**config.mk**
```make
export PLATFORM = sky130hd
export DESIGN_NAME = cam_fb_writer
export DESIGN_NICKNAME = d
export VERILOG_FILES = /design/src/rtl/cam_fb_pkg.sv /design/src/rtl/cam_fb_writer_decim_phase.sv /design/src/rtl/cam_fb_writer.sv
export SDC_FILE = /design/constraint.sdc
export NUM_CORES = 1
export LEC_CHECK = 0
export ABC_CLOCK_PERIOD_IN_PS = 3200
export CORE_ASPECT_RATIO = 0.7
export CORE_MARGIN = 2
export CORE_UTILIZATION = 50
export CTS_BUF_LIST = sky130_fd_sc_hd__clkbuf_8 sky130_fd_sc_hd__clkbuf_16
export CTS_CLUSTER_DIAMETER = 40
export DETAILED_ROUTE_END_ITERATION = 6
export PLACE_DENSITY = 0.78
export SYNTH_ARGS = -nofsm -noshare
export SYNTH_HDL_FRONTEND = slang
export SYNTH_SLANG_ARGS = --single-unit
```
**constraint.sdc**
```tcl
create_clock -name clk_in -period 3.2 [get_ports clk_in]
set_clock_uncertainty 0.2 [all_clocks]
set_input_delay 0.48 -clock clk_in [delete_from_list [all_inputs] [get_ports clk_in]]
set_output_delay 0.48 -clock clk_in [all_outputs]
set_load 0.02 [all_outputs]
```
**src/rtl/cam_fb_pkg.sv**
```systemverilog
//==============================================================
// cam_fb_pkg: shared types and defaults for the camera frame-buffer path.
// Revision: 1.0
//==============================================================
`default_nettype none
package cam_fb_pkg;

  typedef enum logic [1:0] {
    ST_IDLE    = 2'd0,
    ST_ARMED   = 2'd1,
    ST_CAPTURE = 2'd2,
    ST_DONE    = 2'd3
  } cam_state_e;

  localparam int FB_WIDTH_DEFAULT  = 240;
  localparam int FB_HEIGHT_DEFAULT = 320;

  typedef logic [15:0] rgb565_t;

  // Wrapping increment for a phase counter of modulus n (n <= 4).
  function automatic logic [1:0] phase_inc(input logic [1:0] ph, input int n);
    return (int'(ph) >= n - 1) ? 2'd0 : ph + 2'd1;
  endfunction

endpackage
`default_nettype wire

```
**src/rtl/cam_fb_writer_decim_phase.sv**
```systemverilog
//==============================================================
// decim_phase: mod-N phase counter with restart/clear/step controls.
// Revision: 1.0
//==============================================================
`default_nettype none
module decim_phase
  import cam_fb_pkg::*;
#(
  parameter int N = 1
) (
  input  logic       clk_i,
  input  logic       rst_i,
  input  logic       en_i,
  input  logic       restart_i,
  input  logic       clear_i,
  input  logic       step_i,
  output logic [1:0] phase_o
);

  logic [1:0] phase_q;
  logic [1:0] phase_d;

  // restart_i marks the current item as phase 0; clear_i forces the next one to 0.
  assign phase_o = restart_i ? 2'd0 : phase_q;

  always_comb begin
    phase_d = phase_q;
    if (en_i) begin
      if (clear_i)     phase_d = 2'd0;
      else if (step_i) phase_d = phase_inc(phase_o, N);
      else             phase_d = phase_o;
    end
  end

  always_ff @(posedge clk_i) begin
    if (rst_i) phase_q <= 2'd0;
    else       phase_q <= phase_d;
  end

endmodule
`default_nettype wire

```
**src/rtl/cam_fb_writer.sv**
```systemverilog
//==============================================================
// cam_fb_writer: camera pixel stream -> frame-buffer write port.
// Define CAM_FB_ROTATE_EN to store the image rotated 90 degrees clockwise.
// Revision: 1.0
//==============================================================
`default_nettype none
module cam_fb_writer
  import cam_fb_pkg::*;
#(
  parameter int FB_WIDTH  = FB_WIDTH_DEFAULT,
  parameter int FB_HEIGHT = FB_HEIGHT_DEFAULT,
  parameter int DECIM_H   = 1,
  parameter int DECIM_V   = 1,
  parameter int ADDR_W    = 17
) (
  input  logic              clk_in,
  input  logic              rst_in,
  input  logic              capture_in,
  input  logic              pixel_valid_in,
  input  logic [15:0]       pixel_data_in,
  input  logic              sof_in,
  input  logic              eol_in,
  output logic [ADDR_W-1:0] addr_out,
  output logic [15:0]       data_out,
  output logic              we_out,
  output logic              frame_done_out,
  output logic              busy_out
);

`ifdef CAM_FB_ROTATE_EN
  localparam int                c_LIM_X   = FB_HEIGHT;
  localparam int                c_LIM_Y   = FB_WIDTH;
  localparam logic [ADDR_W-1:0] c_ORIGIN  = ADDR_W'(FB_WIDTH - 1);
  localparam logic [ADDR_W-1:0] c_PX_STEP = ADDR_W'(FB_WIDTH);
`else
  localparam int                c_LIM_X   = FB_WIDTH;
  localparam int                c_LIM_Y   = FB_HEIGHT;
  localparam logic [ADDR_W-1:0] c_ORIGIN  = '0;
  localparam logic [ADDR_W-1:0] c_PX_STEP = ADDR_W'(1);
`endif
  localparam logic [10:0] c_LIM_X11 = 11'(c_LIM_X);
  localparam logic [9:0]  c_LIM_Y10 = 10'(c_LIM_Y);
  localparam logic [9:0]  c_LAST_Y  = 10'(c_LIM_Y - 1);

  cam_state_e        state_q;
  logic              we_q, done_q, busy_q;
  logic [ADDR_W-1:0] waddr_q;
  rgb565_t           wdata_q;

  logic [10:0]       bx_q, bx_d;
  logic [9:0]        by_q, by_d;
  logic [ADDR_W-1:0] addr_q, addr_d, base_q, base_d;

  logic [1:0]        w_ph_h, w_ph_v;
  logic              w_sof, w_eol, w_keep, w_in_x, w_in_y, w_wr_ok, w_row_end, w_last_row;
  logic [10:0]       w_bx;
  logic [9:0]        w_by;
  logic [ADDR_W-1:0] w_addr, w_base, w_base_next;

  assign w_sof = pixel_valid_in & sof_in;
  assign w_eol = pixel_valid_in & eol_in & ~sof_in;

  decim_phase #(.N(DECIM_H)) u_ph_h (
    .clk_i(clk_in), .rst_i(rst_in), .en_i(pixel_valid_in), .restart_i(w_sof),
    .clear_i(w_eol), .step_i(1'b1), .phase_o(w_ph_h)
  );

  decim_phase #(.N(DECIM_V)) u_ph_v (
    .clk_i(clk_in), .rst_i(rst_in), .en_i(pixel_valid_in), .restart_i(w_sof),
    .clear_i(1'b0), .step_i(w_eol), .phase_o(w_ph_v)
  );

  // A sof pixel sees freshly restarted coordinates, regardless of the registers.
  assign w_bx       = w_sof ? 11'd0 : bx_q;
  assign w_by       = w_sof ? 10'd0 : by_q;
  assign w_addr     = w_sof ? c_ORIGIN : addr_q;
  assign w_base     = w_sof ? c_ORIGIN : base_q;
  assign w_keep     = pixel_valid_in & (w_ph_h == 2'd0) & (w_ph_v == 2'd0);
  assign w_in_x     = w_bx < c_LIM_X11;
  assign w_in_y     = w_by < c_LIM_Y10;
  assign w_wr_ok    = w_keep & w_in_x & w_in_y;
  assign w_row_end  = w_eol & (w_ph_v == 2'd0);
  assign w_last_row = w_row_end & (w_by == c_LAST_Y);

`ifdef CAM_FB_ROTATE_EN
  assign w_base_next = w_base - ADDR_W'(1);
`else
  assign w_base_next = w_base + ADDR_W'(FB_WIDTH);
`endif

  // bx/by saturate at the clip limit and the base stops at the last row, so nothing wraps.
  always_comb begin
    bx_d   = bx_q;
    by_d   = by_q;
    addr_d = addr_q;
    base_d = base_q;
    if (pixel_valid_in) begin
      bx_d   = w_bx;
      by_d   = w_by;
      base_d = w_base;
      addr_d = w_addr;
      if (w_eol) begin
        bx_d = 11'd0;
        if (w_row_end && w_in_y) begin
          by_d = w_by + 10'd1;
          if (w_by != c_LAST_Y) base_d = w_base_next;
        end
        addr_d = base_d;
      end else begin
        if ((w_ph_h == 2'd0) && w_in_x) bx_d = w_bx + 11'd1;
        if (w_wr_ok) addr_d = w_addr + c_PX_STEP;
      end
    end
  end

  always_ff @(posedge clk_in) begin
    if (rst_in) begin
      bx_q   <= '0;
      by_q   <= '0;
      addr_q <= '0;
      base_q <= '0;
    end else begin
      bx_q   <= bx_d;
      by_q   <= by_d;
      addr_q <= addr_d;
      base_q <= base_d;
    end
  end

  always_ff @(posedge clk_in) begin
    if (rst_in) begin
      state_q <= ST_IDLE;
      we_q    <= 1'b0;
      done_q  <= 1'b0;
      busy_q  <= 1'b0;
      waddr_q <= '0;
      wdata_q <= '0;
    end else begin
      we_q   <= 1'b0;
      done_q <= 1'b0;
      if (w_wr_ok) begin
        waddr_q <= w_addr;
        wdata_q <= pixel_data_in;
      end
      case (state_q)
        ST_IDLE: begin
          if (capture_in) begin
            state_q <= ST_ARMED;
            busy_q  <= 1'b1;
          end
        end
        ST_ARMED: begin
          if (!capture_in) begin
            state_q <= ST_IDLE;
            busy_q  <= 1'b0;
          end else if (w_sof) begin
            state_q <= ST_CAPTURE;
            we_q    <= w_wr_ok;
          end
        end
        ST_CAPTURE: begin
          if (w_sof) begin
            // Short frame: close it; the same sof may open the next one.
            done_q <= 1'b1;
            if (capture_in) begin
              we_q <= w_wr_ok;
            end else begin
              state_q <= ST_DONE;
              busy_q  <= 1'b0;
            end
          end else begin
            we_q <= w_wr_ok;
            if (w_last_row) begin
              state_q <= ST_DONE;
              done_q  <= 1'b1;
              busy_q  <= 1'b0;
            end
          end
        end
        ST_DONE: begin
          state_q <= capture_in ? ST_ARMED : ST_IDLE;
          busy_q  <= capture_in;
        end
        default: state_q <= ST_IDLE;
      endcase
    end
  end

  assign addr_out       = waddr_q;
  assign data_out       = wdata_q;
  assign we_out         = we_q;
  assign frame_done_out = done_q;
  assign busy_out       = busy_q;

endmodule
`default_nettype wire
```
==> results of run 1 <==
cells in the mapped netlist (3+ instances only):
| master | number |
|---|---|
| a211oi_1 | 5 |
| buf_2 | 8 |
| nor3_2 | 3 |
| o22ai_1 | 4 |
| a221oi_1 | 3 |
| xor2_1 | 11 |
| o21a_1 | 3 |
| nor2_1 | 39 |
| nand2_1 | 88 |
| clkbuf_1 | 23 |
| o21ai_0 | 20 |
| nand3_1 | 34 |
| a31oi_1 | 11 |
| nand4_1 | 9 |
| nor4_1 | 3 |
| dfxtp_1 | 95 |
| ha_1 | 9 |
| o211ai_1 | 7 |
| and2_1 | 11 |
| o21ai_1 | 3 |
| and3_1 | 12 |
| xnor2_1 | 17 |
| nor3_1 | 11 |
| and4_1 | 3 |
| nor2b_1 | 5 |
| a21oi_1 | 56 |
| inv_1 | 11 |
| buf_4 | 3 |
area by class of cell:
type	count	share of cell area (%)
multi-input cells	412	44.4
repair buffers	73	12.4
flip-flops and latches	95	34.4
well taps	124	2.80
clock buffers	10	4.32
inverters	11	0.746
clock inverters	5	0.927
critical path: stages:
cell and delay, ps:
clkdlybuf4s50_1 470, nand2_1 120, and2_1 180, ha_1 180, nand2_1 110, or4_4 590
nand3_4 140, nor2_1 70, xnor2_1 160, a2111oi_2 360
metal layers:
metal  vias to the layer above  track usage [%]  routed length (µm)
li1                       2067                -                   -
met4                         0             7.01                 159
met1                      1978             32.3                5330
met3                        12             8.95                 953
met2                       137             36.4                5160
met5                         -                0                   0
report_power, final:
group	switching [mW]	total, mW	internal [mW]
Clock	0.430	1.05	0.617
Sequential	0.0326	1.25	1.22
Combinational	0.199	0.337	0.139
Total	0.662	2.64	1.98
sequential cells by signal, summed over array words and instances, names as in the netlist, named ones only:
signal          count
addr_out           17
addr_q             17
base_q             17
data_out           16
bx_q               11
by_q               10
u_ph_v.phase_q      2
busy_out            1
frame_done_out      1
state_q             1
we_out              1
per-stage QoR:
stage | hold WS, ps | std cells | setup WS (ps) | power, mW
6_report | 246 | 730 | 367 | 2.64
5_1_grt | 270 | 730 | 241 | 2.74
4_1_cts | 247 | 730 | 391 | 2.66
3_5_place_dp | 237 | 715 | 53.3 | 1.61
3_3_place_gp | 229 | 715 | 140 | 1.60
2_1_floorplan | 216 | 554 | 16.2 | 1.48
path summary, 6_finish.rpt:
check / from / endpoint / cells after the start
worst max-delay path: pixel_valid_in / addr_q[12] / 10
worst min-delay path: base_q[3] / base_q[3] / 2
worst max register to register: by_q[9] / addr_q[12] / 6
worst min register to register: base_q[3] / base_q[3] / 2
logic make-up after synthesis:
logic type                 Yosys count  share of synthesized area, %
xor gates and xnor gates            28                          5.38
muxes                                1                         0.220
buffers and inverters               47                          4.34
DFF                                 95                          41.7
AOI/OAI and AO/OA                  136                          19.0
and+or+nand+nor                    238                          26.9
adders and majority gates            9                          2.47
==> results.json, run 1 <==
{
  "ys_warn_count": 0,
  "worst_pin_slew_ps": 707,
  "crit_required_ps": 3240,
  "layout.area.seq_mm2": 0.00190,
  "viasPerCell": 5.75,
  "fin_crit_sh_pct": 88.5,
  "ant_nets": 0,
  "netlist_instances": 554,
  "grt_pass1_vias": 3954,
  "clock_path_buffers": 2,
  "fin_nets": 633,
  "place.gp.congestion": 0.880,
  "multiInputGateArea_mm2": 0.00246,
  "cts_tree": "done",
  "final_cell_mix": "dfxtp_1 (95), nand2_1 (88), a21oi_1 (56), clkdlybuf4s50_1 (56), nor2_1 (39)",
  "grt_setup_unrepaired": "false",
  "setup_tns_ps": 0,
  "synth.avg_cell_area_um2": 8.23,
  "synth_edf_count": 0,
  "die_x_um": 118,
  "arrival_ps": 2870,
  "ioPinCount": 58,
  "wl_um": 11600,
  "worstSkewPairLatency_ps": 340,
  "dp_hpwl_um": 8110,
  "n_fill_cell": 794,
  "finalMaxSlewViolations": 0,
  "syn-num-nets": 585,
  "synth_area_leaders": "dfxtp_1 (42%), nand2_1 (7.2%), a21oi_1 (6.1%), nand3_1 (3.7%), xnor2_1 (3.3%)",
  "die_area_mm2": 0.00991,
  "core_mm2": 0.00896,
  "cellLeakagePower_nw": 2.01,
  "min_path_type": "reg -> reg",
  "groute.usage.overall_pct": 24.1,
  "cts_resized": 0,
  "syn-cell-area_mm2": 0.00456,
  "r2r_slack_ps": 760,
  "postSynth.asyncResetShare_pct": 0,
  "htreeDepth": 3,
  "clkSinkCount": 95,
  "cts_hold_buf": 0,
  "cts_buffers": 9,
  "synth_top_area_cell": "dfxtp_1",
  "start_kind": "input pin",
  "crit_fanout": 6,
  "start_util_pct": 50.9,
  "vias": 4194,
  "ir_drop_mv": 0.311,
  "post_cts_buffers": 0,
  "hold_viol": 0,
  "layout_commonest_cell": "dfxtp_1",
  "drtIter0Drc": 337,
  "synth_top_flop_cell": "dfxtp_1",
  "setup_viol": 0,
  "max_freq_mhz": 353,
  "end_kind": "register",
  "maxCapViolCount": 0,
  "ys_seq_area_share_pct": 41.7,
  "placed_area_mm2": 0.00524,
  "wl_per_cell_um": 15.9,
  "final.min_clock_period_ps": 2830,
  "fin_util_pct": 61.7,
  "antenna_found_initial": 0,
  "grt_max_degree": 65,
  "status": "complete, no violations",
  "cts-root-buf": "clkbuf_16",
  "port_buffers": 57,
  "power_density_mw_per_mm2": 477,
  "critPathKind": "in -> reg",
  "relSlewSlack_pct": 52.9,
  "globalRoute.totalOverflow": 0,
  "num_antenna_cells": 0,
  "synthToLayoutAreaGrowth_pct": 21.4,
  "drive_above_1_share_pct": 8.42,
  "synthDominantCellAreaShare_pct": 41.7,
  "path_clk_slew_ps": 60,
  "first_pass_iters": 5,
  "grt_pass1_wl_um": 19300,
  "drc": 0,
  "num_rows": 29,
  "ys_types": 64,
  "postLayoutCellArea_mm2": 0.00553,
  "ys_ff_latch": 95,
  "die_h_um": 83.9
}
Power figures use the tool's default switching activity.
==> run 2: changes to the inputs <==
- CAP_MARGIN: not set -> 20
- CORE_UTILIZATION: 50 -> 31
- PLACE_DENSITY: 0.78 -> 0.54
==> run 2 against run 1 <==
Effect of this change: critical path type unchanged; global-route usage down 7.5 points; worst setup slack worse by 40 ps; combinational power up 3%.
==> results.json, run 2 (synthesized netlist as in run 1, its figures left out) <==
{
  "status": "complete, no violations",
  "ant_nets": 0,
  "wl_per_cell_um": 16.0,
  "htreeDepth": 3,
  "cts_tree": "done",
  "power_density_mw_per_mm2": 487,
  "antenna_found_initial": 0,
  "drive_above_1_share_pct": 9.34,
  "grt_pass1_wl_um": 20800,
  "final_cell_mix": "dfxtp_1 (95), nand2_1 (88), a21oi_1 (56), clkdlybuf4s50_1 (56), nor2_1 (39)",
  "first_pass_iters": 5,
  "vias": 4225,
  "num_antenna_cells": 0,
  "cts_hold_buf": 0,
  "finalMaxSlewViolations": 0,
  "grt_util_met1_pct": 24.5,
  "viasPerCell": 5.25,
  "core_mm2": 0.0145,
  "gr-usage-met3_pct": 3.42,
  "wl_um": 12900,
  "placed_area_mm2": 0.00537,
  "place.gp.congestion": 0.851,
  "power_frac_clock_pct": 42.4,
  "relSlewSlack_pct": 47.6,
  "post_cts_buffers": 0,
  "fin_nets": 637,
  "swShare_pct": 25.5,
  "holdWs_ps": 250,
  "maxCapViolCount": 0,
  "groute.usage.overall_pct": 16.7,
  "clkSinkCount": 95,
  "crit_fanout": 22,
  "num_rows": 37,
  "worstSkewPairLatency_ps": 350,
  "die_h_um": 105,
  "globalRoute.totalOverflow": 0,
  "worst_pin_slew_ps": 786,
  "seqPwrFrac_pct": 45.2,
  "finalPower_mw": 2.77,
  "switchingPower_uw": 709,
  "postLayoutCellArea_mm2": 0.00569,
  "grt_pass1_vias": 4048,
  "synthToLayoutAreaGrowth_pct": 24.9,
  "cellLeakagePower_nw": 2.04,
  "grt_max_degree": 65,
  "max_freq_mhz": 348,
  "r2r_slack_ps": 790,
  "dp_hpwl_um": 8990,
  "setup_viol": 0,
  "fin_crit_sh_pct": 89.8,
  "die_area_mm2": 0.0157,
  "cts_buffers": 9,
  "start_kind": "input pin",
  "ir_drop_mv": 0.203,
  "reg2reg_depth": 6,
  "layout_commonest_cell": "dfxtp_1",
  "ioPinCount": 58,
  "p_int_mw": 2.07,
  "drtIter0Drc": 313,
  "min_path_type": "reg -> reg",
  "grt_setup_unrepaired": "false",
  "path_clk_slew_ps": 70,
  "dp.cells": 790,
  "drc": 0,
  "cts_resized": 0,
  "clock_path_buffers": 2,
  "cts-root-buf": "clkbuf_16",
  "instances_no_fill": 805,
  "hold_viol": 0,
  "crit_required_ps": 3260,
  "busiest_layer": "met2",
  "end_kind": "register",
  "port_buffers": 57,
  "final.min_clock_period_ps": 2870,
  "start_util_pct": 31.4,
  "arrival_ps": 2930,
  "die_x_um": 149,
  "met2_usage_pct": 24.5,
  "critPathKind": "in -> reg",
  "combinationalPowerShare_pct": 12.5,
  "hold_depth": 2
}
-- run 2: final cells by class --
class | count | area, µm²
clock buffer | 10 | 239
clock inverter | 5 | 81.3
fill | 1511 | 8840
inverter | 11 | 41.3
multi-input combinational | 412 | 2470
sequential | 95 | 1900
tap | 195 | 244
timing repair buffer | 77 | 716
-- run 2: critical path, cell delays in order --
cell,delay [ps]
clkdlybuf4s50_1,550
buf_4,290
nor4b_2,300
buf_4,170
a41oi_4,140
buf_4,260
nor2_1,250
nand4_1,150
xor2_1,160
o22ai_1,190
-- run 2: final timing paths --
check                                  end           start
worst max register to register  addr_q[15]         by_q[6]
worst min-delay path             base_q[3]       base_q[3]
worst max-delay path            addr_q[16]  pixel_valid_in
worst min register to register   base_q[3]       base_q[3]
-- run 2: metal layers --
| metal | vias up | wire (µm) | share of wire (%) |
|---|---|---|---|
| met4 | 0 | 150 | 1.2 |
| met2 | 110 | 5540 | 43 |
| met3 | 12 | 620 | 4.8 |
| li1 | 2068 | - | - |
| met5 | - | 0 | 0 |
| met1 | 2035 | 6610 | 51 |
-- run 2: power groups by stage --
stage / sequential [mW] / clock (mW) / combinational, mW
after floorplan: 1.30 / 0 / 0.185
after global placement: 1.28 / 0 / 0.336
after detailed placement: 1.28 / 0 / 0.343
after CTS: 1.25 / 1.20 / 0.345
after global routing: 1.26 / 1.24 / 0.379
final: 1.25 / 1.17 / 0.346
-- run 2: per-stage QoR --
step / setup TNS (ps) / setup slack [ps] / util, %
finish: 0 / 327 / 39.2
global route: 0 / 196 / 39.2
CTS: 0 / 349 / 39.2
detailed placement: -7.87 / -7.87 / 37.0
global placement: 0 / 85.7 / 37.0
floorplan: 0 / 16.2 / -
